File: src/rtl/input_unit.sv
// Router input unit: DEPTH-entry flit FIFO with a switch-allocation request
// towards the allocator and a registered switch-traversal output stage.
module input_unit #(
    parameter int DATA_WIDTH        = 32,
    parameter int ROUTER_ADDR_WIDTH = 4,
    parameter int DEPTH             = 4
) (
    input  logic                         clk,
    input  logic                         rst,
    input  logic                         in_valid,
    input  logic [DATA_WIDTH-1:0]        in_data,
    input  logic [ROUTER_ADDR_WIDTH-1:0] in_addr,
    output logic                         in_ready,
    input  logic                         dst_ready,
    output logic                         sa_request,
    output logic [ROUTER_ADDR_WIDTH-1:0] sa_addr,
    input  logic                         sa_grant,
    output logic                         st_valid,
    output logic [DATA_WIDTH-1:0]        st_data,
    output logic [ROUTER_ADDR_WIDTH-1:0] st_addr,
    output logic [$clog2(DEPTH):0]       occupancy
);

    localparam int PTR_W = $clog2(DEPTH);
    localparam int CNT_W = PTR_W + 1;
    localparam logic [CNT_W-1:0] FULL_COUNT = CNT_W'(DEPTH);

    logic [DATA_WIDTH-1:0]        data_mem [DEPTH];
    logic [ROUTER_ADDR_WIDTH-1:0] addr_mem [DEPTH];

    logic [PTR_W-1:0] wr_ptr;
    logic [PTR_W-1:0] rd_ptr;
    logic [CNT_W-1:0] count;

    logic empty;
    logic push;
    logic pop;

    // Handshake decode: everything here depends on registered state plus
    // the current-cycle inputs, so a fresh flit cannot request until the
    // cycle after it is written.
    always_comb begin
        empty      = (count == '0);
        in_ready   = (count < FULL_COUNT);
        sa_request = !empty && dst_ready;
        sa_addr    = empty ? '0 : addr_mem[rd_ptr];
        push       = in_valid && in_ready;
        pop        = sa_request && sa_grant;
        occupancy  = count;
    end

    // Storage is not reset; pointers and count decide what is valid.
    always_ff @(posedge clk) begin
        if (push && !rst) begin
            data_mem[wr_ptr] <= in_data;
            addr_mem[wr_ptr] <= in_addr;
        end
    end

    always_ff @(posedge clk) begin
        if (rst) begin
            wr_ptr <= '0;
            rd_ptr <= '0;
            count  <= '0;
        end else begin
            if (push) begin
                wr_ptr <= wr_ptr + 1'b1;
            end
            if (pop) begin
                rd_ptr <= rd_ptr + 1'b1;
            end
            case ({push, pop})
                2'b10:   count <= count + 1'b1;
                2'b01:   count <= count - 1'b1;
                default: count <= count;
            endcase
        end
    end

    // Switch-traversal stage: one cycle after the grant.
    always_ff @(posedge clk) begin
        if (rst) begin
            st_valid <= 1'b0;
            st_data  <= '0;
            st_addr  <= '0;
        end else if (pop) begin
            st_valid <= 1'b1;
            st_data  <= data_mem[rd_ptr];
            st_addr  <= addr_mem[rd_ptr];
        end else begin
            st_valid <= 1'b0;
        end
    end

endmodule
File: config.mk
export PLATFORM = sky130hd
export DESIGN_NAME = input_unit
export DESIGN_NICKNAME = d
export VERILOG_FILES = /design/src/rtl/input_unit.sv
export SDC_FILE = /design/constraint.sdc
export NUM_CORES = 1
export LEC_CHECK = 0
export CAP_MARGIN = 0
export CORE_UTILIZATION = 50
export CTS_CLUSTER_DIAMETER = 200
export CTS_CLUSTER_SIZE = 24
export DETAILED_ROUTE_END_ITERATION = 12
export MAX_ROUTING_LAYER = met4
export PLACE_DENSITY = 0.73
export REMOVE_ABC_BUFFERS = 1
export SLEW_MARGIN = 40
export SYNTH_ARGS = -nofsm -noshare
export SYNTH_HDL_FRONTEND = slang
export SYNTH_SLANG_ARGS = --single-unit
File: constraint.sdc
create_clock -name clk -period 2.52 [get_ports clk]
set_input_delay 0.252 -clock clk [delete_from_list [all_inputs] [get_ports clk]]
set_output_delay 0.252 -clock clk [all_outputs]
set_load 0.02 [all_outputs]
# Word level (Yosys, flattened, before mapping)
# Memory sizes are Yosys's and may differ from the RTL's. A register that Yosys moved wholly into a read port is not among the register bits.
# Cells that the tools add are included.
# word_totals
register_bits,12
ramBits,144
in_bits,41
output_inout_bits,46
word_cells,29
memories,2
# mem_list
memory,depth,width,read_ports,rd_ports_with_merged_regs,wr,line,rtl
data_mem,4,32,1,1,1,28,logic [DATA_WIDTH-1:0] data_mem [DEPTH];
addr_mem,4,4,1,1,1,29,logic [ROUTER_ADDR_WIDTH-1:0] addr_mem [DEPTH];
# op_classes
add_sub_neg,4
magnitude_cmp,1
eq_ne,2
n_mux,7
reduce_logical,8
# op_table
op,n
$pmux W3 S2,1
$add A2 B1 Y2 const B,2
$logic_and A1 B1 Y1,4
$mux W2,2
$mux W4,1
$add A3 B1 Y3 const B,1
$logic_not A3 Y1,1
$lt A3 B3 Y1 const B,1
$mux W1,3
$sub A3 B1 Y3 const B,1
$eq A2 B1 Y1 const B,1
$eq A2 B2 Y1 const B,1
$logic_not A1 Y1,2
$reduce_bool A2 Y1,1

# Depth between registers and ports, before layout
# Gate-level depths: netlist of the first run.
# logic_depth
depth_word,6
ltp_mapped,8

# Worst setup path before layout of the first run
# No wires, ideal clock.
# synth_path
kind,register -> register
start,reg count[2] (netlist: occupancy[2])
end,mem addr_mem[0][0] (enable)
setup_time_ns,0.397
arrival_time_ns,1.766
required_time_ns,2.123
path_slack_ns,0.357
path_stages_with_launch,5
path_buffers,0
period_less_slack_ns,2.163
cell_sequence,dfxtp_1 > nor2b_1 > inv_1 > nor2_1 > and2_1
# synth_via
elab_chain_cells,5
# synth_rtl
item,line,rtl
start: declaration,33,logic [CNT_W-1:0] count;
start signal: assignment,73,2'b10: count <= count + 1'b1;
start signal: assignment,74,2'b01: count <= count - 1'b1;
start signal: assignment,75,default: count <= count;
$lt A3 B3 Y1,44,in_ready = (count < FULL_COUNT);
$logic_and A1 B1 Y1,47,push = in_valid && in_ready;
$logic_and A1 B1 Y1,54,if (push && !rst) begin
$mux W1,54,
$mux W1 (implied by the code),56,addr_mem[wr_ptr] <= in_addr;
end: declaration,29,
# Every way passes these cells.

==> impl_results.md, run 1 <==
- Status: finished clean
- Hold Path Sink: data_mem[2][8]
- Final min period: 2.337 ns
- Worst skew pair latency: 0.42 ns
- Reg-to-reg critical path endpoint: occupancy[2]
- CTS resizes: 0
- Sequential-to-total area share from yosys stat: 77.00%
- Multi-input combinational cell area: 1435 um^2
- Pre-Repair DR Iteration Count: 4
- CTS Buf Count: 17
- Final ANT Viol Nets: 0
- CTS Sinks: 190
- Yosys reg bits: 190
- Final period util: 92.75%
- Fillers: 914
- Commonest cells post-synth: edfxtp_1 (144), dfxtp_1 (46), a22o_1 (36), mux4_2 (36), nor2_1 (8)
- First-pass GRT wire length: 18.49 mm
- Worst slew pin tran: 0.5891 ns
- Largest cells by area after synthesis: edfxtp_1 (63%), dfxtp_1 (14%), mux4_2 (12%)
- Clk root buf: clkbuf_16
- Routed wire per std cell: 18.83 um
- Synth async-reset ratio: 0%
- Final setup fails: 0
- Required @ worst endpoint: 2.27 ns
- Post-synth cell types: 25
- Width of the die: 118.7 um
- Most used DFF post-synth: edfxtp_1
- Hold_sp: in_data[8]
- Clk buf depth: 2
- Setup repair bufs after CTS: 0
- Crit path buffers/inverters: 1
- Core area: 13240 um^2
- WHS Path Cells: 1
- GP Congestion: 0.7583
- FF-to-FF path depth: 8
- CTS HTree Levels: 4
- Min-Delay Path Class: in2reg
- Worst R2R Setup Slack: 0.52 ns
- Power per cell area: 826.2 nW/um^2
- Max VDD drop: 0.0006838 V
- Mapped cell area: 6812 um^2
- Drt drc: 0
- Cells after Synth: 328
- Post-route clock skew: 0.005943 ns
- Post-synth EDFFs: 144
- Slowest CP cell: clkdlybuf4s50_1
- Initial Util: 51.44%
- GRT Overall Usage: 18.70%
- Crit Path Class: reg2out
- Max stage delay on crit path: 0.58 ns
- Crit path cell chain: mux4_2 -> nor2b_1 -> clkdlybuf4s50_1
- Ratio of cells with drive above 1 in the final layout: 19.09%
- CP delay by family, top: buffers and inverters
- Detailed placement HPWL: 7.068 mm
- # hold bufs at CTS: 0
- Yosys Warn Count: 0
- Final Hold Viols: 0
- Largest net degree at the start of global routing: 37
- Nets: 475
- Max Slew Vio Count: 0
- Crit-path max FO: 4
- Fin Hold WS: 0.4585 ns
- RSZ-0062 raised after global routing: no
- Num rows: 42
- Reg2reg start: occupancy[2]
- Die height: 118.7 um
- Total number of vias: 3313
- FF/Latch Area: 5249 um^2
- PortBufs: 86
- Setup TNS: 0 ns
- Setup crit start kind: register
- Ports: 87
- Fmax: 0.4278 GHz
- CTS tree: yes
- Post-synth top area share: 63.48%
- Mapped Avg Cell Area: 20.77 um^2
- Antenna violations before repair: 0
- CP arrival: 2.09 ns
- GRT Residual Overflow: 0
- DRT iter0 DRCs: 203
- Dominant cell by count in the synthesized netlist: edfxtp_1
- Die ar.: 14090 um^2
- Slew headroom: 60.42%
- Max-Cap Viols: 0
- DRT Wirelength: 11.60 mm
- Layout area overhead: 24.83%
- Setup crit end kind: output port
- Diode count: 0
- Cell taking the most area after synthesis: edfxtp_1
- Leak: 2.795 nW
- Via-to-Cell Ratio: 5.378
- Vias in the first global route: 3481
- CTS clk-pin slew, worst paths: 0.06 ns
-- cell type report --
cell class / count / share of cell area (%)
Clock buffer: 25 / 5.959
Clock inverter: 6 / 0.3826
Inverter: 7 / 0.3090
Multi-Input combinational cell: 114 / 16.88
Sequential cell: 190 / 61.73
Tap cell: 176 / 2.590
Timing Repair Buffer: 98 / 12.15
-- cell families (layout without fill, tap and decap cells) --
| group | Yosys count | in the layout | share of synthesized area [%] |
|---|---|---|---|
| AOI/OAI and AO/OA | 43 | 43 | 5.272 |
| muxes | 36 | 36 | 11.90 |
| buffers and inverters | 24 | 136 | 2.002 |
| xor gates and xnor gates | 4 | 4 | 0.5144 |
| adders and majority gates | 6 | 6 | 1.212 |
| and+or+nand+nor | 25 | 25 | 2.094 |
| DFF | 190 | 190 | 77.00 |
-- power by group --
part           switching, mW  total (mW)  leakage (nW)  internal (mW)
Clock                   1.03        2.42         0.268           1.39
Combinational          0.474       0.975         0.845          0.502
Sequential            0.0841        3.63          1.68           3.55
Total                   1.59        7.03          2.80           5.43
-- registers in the layout, summed over array words and instances (netlist names), named ones only --
register,cells
st_valid,1
data_mem,128
occupancy,3
addr_mem,16
wr_ptr,2
st_data,32
rd_ptr,2
st_addr,4
-- cells in the final DEF (no fill, tap or decap), types with 6 or more instances in the layout --
cell,netlist,final
edfxtp_1,144,144
clkdlybuf4s50_1,0,86
dfxtp_1,46,43
mux4_2,36,36
a22o_1,36,36
clkbuf_16,0,18
nor2_1,8,8
inv_1,7,7
nor2b_1,6,6
buf_4,0,6
-- per-layer routing --
metal / track usage [%] / vias up / routed length [um]
met2: 30.63 / 69 / 6057
li1: - / 1524 / -
met4: 6.250 / 0 / 177
met5: - / - / 0
met3: 5.840 / 16 / 444
met1: 22.00 / 1704 / 4922
-- stage by stage --
stage          worst slack [ns]  util (%)  power [mW]  instances  area, um^2
2_1_floorplan           0.02466         -       4.233        311        6701
3_3_place_gp             0.3586     59.92       4.652        584        7935
3_5_place_dp             0.2563     60.13       4.687        585        7963
4_1_cts                 0.04648     64.20       7.102        616        8502
5_1_grt                 0.08832     64.21       7.291        616        8503
6_report                 0.1827     64.21       7.025        616        8503
-- how the worst max path moves through the flow --
stage	end	slack, ns	cells past startpoint
6_report	sa_addr[0]	0.18	3
2_1_floorplan	st_data[1]	0.02	2
3_5_place_dp	occupancy[2]	0.26	8
3_3_place_gp	occupancy[2]	0.36	9
5_1_grt	sa_addr[1]	0.09	3
4_1_cts	sa_addr[0]	0.05	3
Note: power is estimated with default switching activity, not from simulation.
==> run 2, diff against run 1 <==
CORE_MARGIN = 2   (was default)
==> run 2 against run 1 <==
Combinational power up 4%. Worst setup slack worse by 0.021 ns. Sequential power about the same. Power up 3.2%. Register-to-register slack better by 0.04 ns. Non-clock buffer count up 5. Cell count up 0.97%. Sequential share of layout area down 0.78 points. Critical path depth unchanged. First-iteration DRC count up 3.0%. Maximum frequency down 0.88%. Die area up 3.4%.
==> impl_results.md, run 2 (synthesized netlist as in run 1, its figures left out) <==
- Final setup fails: 0 (unchanged)
- Most frequent cells in the layout: edfxtp_1 (144), clkdlybuf4s50_1 (86), dfxtp_1 (43)
- Post-route clock skew: 0.007173 ns (+0.001230 ns)
- Power per cell area: 841.9 nW/um^2 (+1.9%)
- Worst skew pair latency: 0.42 ns (about the same)
- Worst slew pin tran: 0.5304 ns (-0.05870 ns)
- PortBufs: 86 (unchanged)
- DRT iter0 DRCs: 209 (+3.0%)
- Registers with the most flip-flops: data_mem: 128 flops, st_data: 32 flops, addr_mem: 16 flops
- RSZ-0062 raised after global routing: no
- Detailed placement HPWL: 8.323 mm (+18%)
- Leading cell type in the layout, fill and taps excluded: edfxtp_1
- Slew headroom: 64.37% (+3.9 points)
- Biggest register: data_mem
- CTS HTree Levels: 4 (unchanged)
- Crit path cell chain: mux4_2 -> nor2b_1 -> clkdlybuf4s50_1
- Post-layout util: 64.78% (+0.56 points)
- Routed wire per std cell: 20.65 um (+9.6%)
- Leak: 2.843 nW (+1.7%)
- Final Hold Viols: 0 (unchanged)
- First-pass GRT wire length: 19.98 mm (+8.1%)
- CP delay by family, top: buffers and inverters
- GP Congestion: 0.7963 (+5.0%)
- Layout Cells excl Fill: 622 (+0.97%)
- Max-Cap Viols: 0 (unchanged)
- Initial Util: 51.23% (-0.20 points)
- Total number of vias: 3399 (+2.6%)
- CTS clk-pin slew, worst paths: 0.07 ns (about the same)
- Ratio of cells with drive above 1 in the final layout: 19.06% (-0.033 points)
- Core area: 13300 um^2 (+0.40%)
- Max FFs per register: 128 (unchanged)
- Clk root buf: clkbuf_16
- Antenna violations before repair: 0 (unchanged)
- Fmax: 0.4241 GHz (-0.88%)
- Via-to-Cell Ratio: 5.465 (+1.6%)
- Final min period: 2.358 ns (+0.02076 ns)
- Final instance area: 8612 um^2 (+1.3%)
- Max VDD drop: 0.0005986 V (-12%)
- Final period util: 93.57% (+0.82 points)
- Num rows: 42 (unchanged)
- Required @ worst endpoint: 2.27 ns (about the same)
- Status: finished clean
- Min-Delay Path Class: in2reg
- Setup crit start kind: register
- CTS Buf Count: 17 (unchanged)
- Worst setup margin: 0.1619 ns (-0.02076 ns)
- Largest net degree at the start of global routing: 23 (-38%)
- Inst Count DP: 590 (+0.85%)
- GRT Residual Overflow: 0 (unchanged)
- CP arrival: 2.11 ns (+0.02 ns)
- Nets: 480 (+1.1%)
- Layout area overhead: 26.43%
- Width of the die: 120.7 um (+1.7%)
- Setup TNS: 0 ns (unchanged)
- Max Slew Vio Count: 0 (unchanged)
- Crit Path Class: reg2out
- CTS Sinks: 190 (unchanged)
- Setup crit end kind: output port
- Die height: 120.7 um (+1.7%)
- Max stage delay on crit path: 0.58 ns (about the same)
- Crit path buffers/inverters: 1 (unchanged)
- Diode count: 0 (unchanged)
- Pre-CTS setup slack: 0.2693 ns (+0.01301 ns)
- Crit-path max FO: 4 (unchanged)
- Placed inst area: 8038 um^2 (+0.94%)
- Clk buf depth: 2 (unchanged)
- GRT Overall Usage: 19.58% (+0.88 points)
- Drt drc: 0 (unchanged)
- Final ANT Viol Nets: 0 (unchanged)
- Die ar.: 14570 um^2 (+3.4%)
- Slowest CP cell: clkdlybuf4s50_1
- DRT Wirelength: 12.84 mm (+11%)
- Pre-Repair DR Iteration Count: 4 (unchanged)
- CTS tree: yes
- Ports: 87 (unchanged)
- Vias in the first global route: 3557 (+2.2%)
## run 2: what timing repair did
action,CTS,global route
hold buffers,0,0
resized for setup,0,1
hold endpoints to repair,0,0
endpoints found under the setup margin,0,4
setup buffers,0,0
## run 2: per-stage QoR
step / hold WS, ns / power [mW]
2_1_floorplan: 0.3211 / 4.233
5_1_grt: 0.4647 / 7.517
3_5_place_dp: 0.4662 / 4.714
3_3_place_gp: 0.4551 / 4.675
4_1_cts: 0.4502 / 7.312
6_report: 0.4665 / 7.250
## run 2: final timing paths
| kind | startpoint | to | slack, ns | cells after the start |
|---|---|---|---|---|
| max reg2reg | occupancy[0] | occupancy[2] | 0.56 | 7 |
| max | register | sa_addr[3] | 0.16 | 3 |
| min reg2reg | st_data[12] | st_data[12] | 0.48 | 1 |
| min | in_addr[0] | addr_mem[3][0] | 0.47 | 1 |
## run 2: cell type report
cell class	count	area, um^2
Fill cell	877	4683
Sequential cell	190	5249
Inverter	7	26.28
Timing Repair Buffer	103	1109
Multi-Input combinational cell	114	1435
Tap cell	176	220.2
Clock buffer	22	454.2
Clock inverter	10	118.9
## run 2: routing by layer
metal	vias up	wire length, um	track usage, %
met1	1783	5531	24.25
met2	74	6685	31.85
met4	0	114	5.015
met3	9	512	5.991
li1	1533	-	-
met5	-	0	-
## run 2: worst reg2reg max path: stages, from the launching register on
cell	delay [ns]
dfxtp_1	0.45
o311a_1	0.23
ha_1	0.19
inv_1	0.06
fa_1	0.38
xor2_1	0.16
or3_1	0.30
a21oi_1	0.14
## run 2: power breakdown
group          internal, mW  leakage [nW]  switching [mW]
Clock                  1.57         0.279            1.04
Combinational         0.514         0.881           0.494
Sequential             3.55          1.68          0.0877
Total                  5.63          2.84            1.62
==> run 3, diff against run 2 <==
GPL_TIMING_DRIVEN = 0   (was default)
==> run 3 against run 2 <==
Critical endpoint is now sa_addr[1]. Die area unchanged. Final area down 0.65%. Largest power group unchanged. Routed wire length down 8.6%. Global-route usage down 1.7 points. Cell count down 1.6%. Via count down 2.0%. Sequential share of layout area up 0.46 points. Hold slack worse by 0.012 ns.
==> impl_results.md, run 3 (synthesized netlist as in run 1, its figures left out) <==
- Registers with the most flip-flops: data_mem: 128 flops, st_data: 32 flops, addr_mem: 16 flops
- DR WL met3: 466 um (-9.0%)
- WHS Path Cells: 1 (unchanged)
- Hold_sp: in_data[18]
- Leak: 2.807 nW (-1.2%)
- Layout area overhead: 25.61%
- Most frequent cells in the layout: edfxtp_1 (144), clkdlybuf4s50_1 (86), dfxtp_1 (43)
- Inst Count DP: 581 (-1.5%)
- DRT Wirelength: 11.74 mm (-8.6%)
- Final Hold Viols: 0 (unchanged)
- Power per cell area: 836.5 nW/um^2 (-0.64%)
- Ratio of cells with drive above 1 in the final layout: 18.12% (-0.94 points)
- GRT Residual Overflow: 0 (unchanged)
- Worst slew pin tran: 0.6312 ns (+0.1007 ns)
- Final min period: 2.339 ns (-0.01888 ns)
- Diode count: 0 (unchanged)
- Switching share of power: 22.42% (about the same)
- RSZ-0062 raised after global routing: no
- Max-Cap Viols: 0 (unchanged)
- Leading cell type in the layout, fill and taps excluded: edfxtp_1
- Die ar.: 14570 um^2 (unchanged)
- Setup crit end kind: output port
- Die height: 120.7 um (unchanged)
- GP Congestion: 0.6576 (-17%)
- Core area: 13300 um^2 (unchanged)
- Final setup fails: 0 (unchanged)
- Internal power: 5.552 mW (-1.3%)
- Max FFs per register: 128 (unchanged)
- Routed wl met2: 6.170 mm (-7.7%)
- Sequential Power Share: 51.1% (+1.0 points)
- Max stage delay on crit path: 0.57 ns (about the same)
- Met1 Wirelength: 4.881 mm (-12%)
- Crit path cell chain: mux4_2 -> nor2b_1 -> clkdlybuf4s50_1
- Status: finished clean
- Largest net degree at the start of global routing: 35 (+52%)
- Antenna violations before repair: 0 (unchanged)
- Via-to-Cell Ratio: 5.444 (-0.37%)
- CTS resizes: 0 (unchanged)
- DRT iter0 DRCs: 221 (+5.7%)
- Post-route clock skew: 0.01271 ns (+0.005539 ns)
- Worst skew pair latency: 0.43 ns (about the same)
- Clock power share: 35.2% (-0.8 points)
- Width of the die: 120.7 um (unchanged)
- Comb pwr share: 13.6% (-0.3 points)
- Nets: 471 (-1.9%)
- Total number of vias: 3332 (-2.0%)
- Biggest register: data_mem
- Clk root buf: clkbuf_16
- Required @ worst endpoint: 2.27 ns (about the same)
- Crit path buffers/inverters: 1 (unchanged)
- # hold bufs at CTS: 0 (unchanged)
- Clk buf depth: 2 (unchanged)
- Placed inst area: 7998 um^2 (-0.50%)
- Slew headroom: 57.60% (-6.8 points)
- Setup crit start kind: register
- Reg2reg start: occupancy[2]
- First-pass GRT wire length: 18.20 mm (-8.9%)
- Pre-Repair DR Iteration Count: 4 (unchanged)
- Max Slew Vio Count: 0 (unchanged)
- Final ANT Viol Nets: 0 (unchanged)
- Worst R2R Setup Slack: 0.32 ns (-0.24 ns)
- Min-Delay Path Class: in2reg
- Vias in the first global route: 3455 (-2.9%)
- Setup repair bufs after CTS: 0 (unchanged)
- CTS HTree Levels: 4 (unchanged)
- CTS clk-pin slew, worst paths: 0.06 ns (about the same)
- Layout Cells excl Fill: 612 (-1.6%)
- Slowest CP cell: clkdlybuf4s50_1
- Initial Util: 51.23% (unchanged)
- CP arrival: 2.09 ns (-0.02 ns)
- CTS Sinks: 190 (unchanged)
- Final period util: 92.82% (-0.75 points)
- Final instance area: 8556 um^2 (-0.65%)
- Max VDD drop: 0.0004893 V (-18%)
- GRT Overall Usage: 17.89% (-1.7 points)
- Hold Path Sink: data_mem[3][18]
- Detailed placement HPWL: 7.139 mm (-14%)
- FF-to-FF path depth: 7 (unchanged)
- Sw power: 1.604 mW (-1.2%)
- Fmax: 0.4275 GHz (+0.81%)
- Crit Path Class: reg2out
- CTS Buf Count: 17 (unchanged)
- Fillers: 893 (+1.8%)
- Reg-to-reg critical path endpoint: occupancy[2]
- Drt drc: 0 (unchanged)
- Routed wire per std cell: 19.19 um (-7.1%)
- Ports: 87 (unchanged)
- Num rows: 42 (unchanged)
- CTS tree: yes
- CP delay by family, top: buffers and inverters
- PortBufs: 86 (unchanged)
- Max Used Layer: met4
- Crit-path max FO: 4 (unchanged)
[run 3: changes by cell type in the layout (fill, tap and decap cells not counted)]
cell and change:
buf_4 -8, buf_12 -5, and2_2 -4, and2_4 +4
buf_16 +4, clkinv_1 -3, clkinv_2 +3, dfxtp_2 -2
dfxtp_4 +2, bufinv_16 -1, clkbuf_1 -1, clkbuf_8 +1
[run 3: how the worst max path moves through the flow]
stage                          from              to  slack, ns  cells after the start
after global placement     in_valid  data_mem[2][5]      -0.75                      5
after detailed placement  dst_ready    occupancy[2]       0.06                      8
final                      register      sa_addr[1]       0.18                      3
after CTS                  register      sa_addr[3]       0.04                      3
after global routing       register      sa_addr[3]        0.1                      3
after floorplan           rd_ptr[0]      st_data[1]       0.02                      2
[run 3: worst register-to-register path, delay by kind of cell (launching register included)]
kind / cells / cell delay [ns]
fa+ha+maj: 2 / 0.62
compound gates: 2 / 0.54
flops: 1 / 0.43
simple gates: 1 / 0.30
xor+xnor: 1 / 0.16
buf+inv: 1 / 0.06
[run 3: cell type report]
type                    count  area [um^2]  share of cell area [%]
inverters                   7        26.28                  0.3071
multi-input cells         114         1440                   16.83
well taps                 176        220.2                   2.574
repair buffers             94         1059                   12.37
clock inverters             9        92.59                   1.082
flip-flops and latches    190         5254                   61.41
clock buffers              22        464.2                   5.426
[run 3: per-stage QoR]
| step | power, mW | TNS, ns | hold WS, ns | worst slack, ns | utilization (%) |
|---|---|---|---|---|---|
| after floorplan | 4.233 | 0 | 0.3211 | 0.02466 | - |
| after global placement | 4.629 | -126.97 | 0.4595 | -0.7472 | 58.54 |
| after detailed placement | 4.717 | 0 | 0.4667 | 0.05883 | 60.15 |
| after CTS | 7.231 | 0 | 0.4384 | 0.03727 | 64.34 |
| after global routing | 7.420 | 0 | 0.4531 | 0.09801 | 64.35 |
| final | 7.157 | 0 | 0.4546 | 0.1808 | 64.35 |
[run 3: power by group through the flow]
stage / logic [mW] / clock network (mW) / registers (mW)
6_report: 0.974 / 2.52 / 3.66
3_5_place_dp: 0.988 / 0 / 3.73
3_3_place_gp: 0.872 / 0 / 3.76
5_1_grt: 1.04 / 2.69 / 3.68
2_1_floorplan: 0.424 / 0 / 3.81
4_1_cts: 0.992 / 2.57 / 3.66
[run 3: per-layer routing]
layer  GRT usage [%]  vias to the layer above
li1                -                     1523
met4           7.122                        0
met2           29.59                       78
met1           21.17                     1710
met3           4.575                       21
met5               -                        -
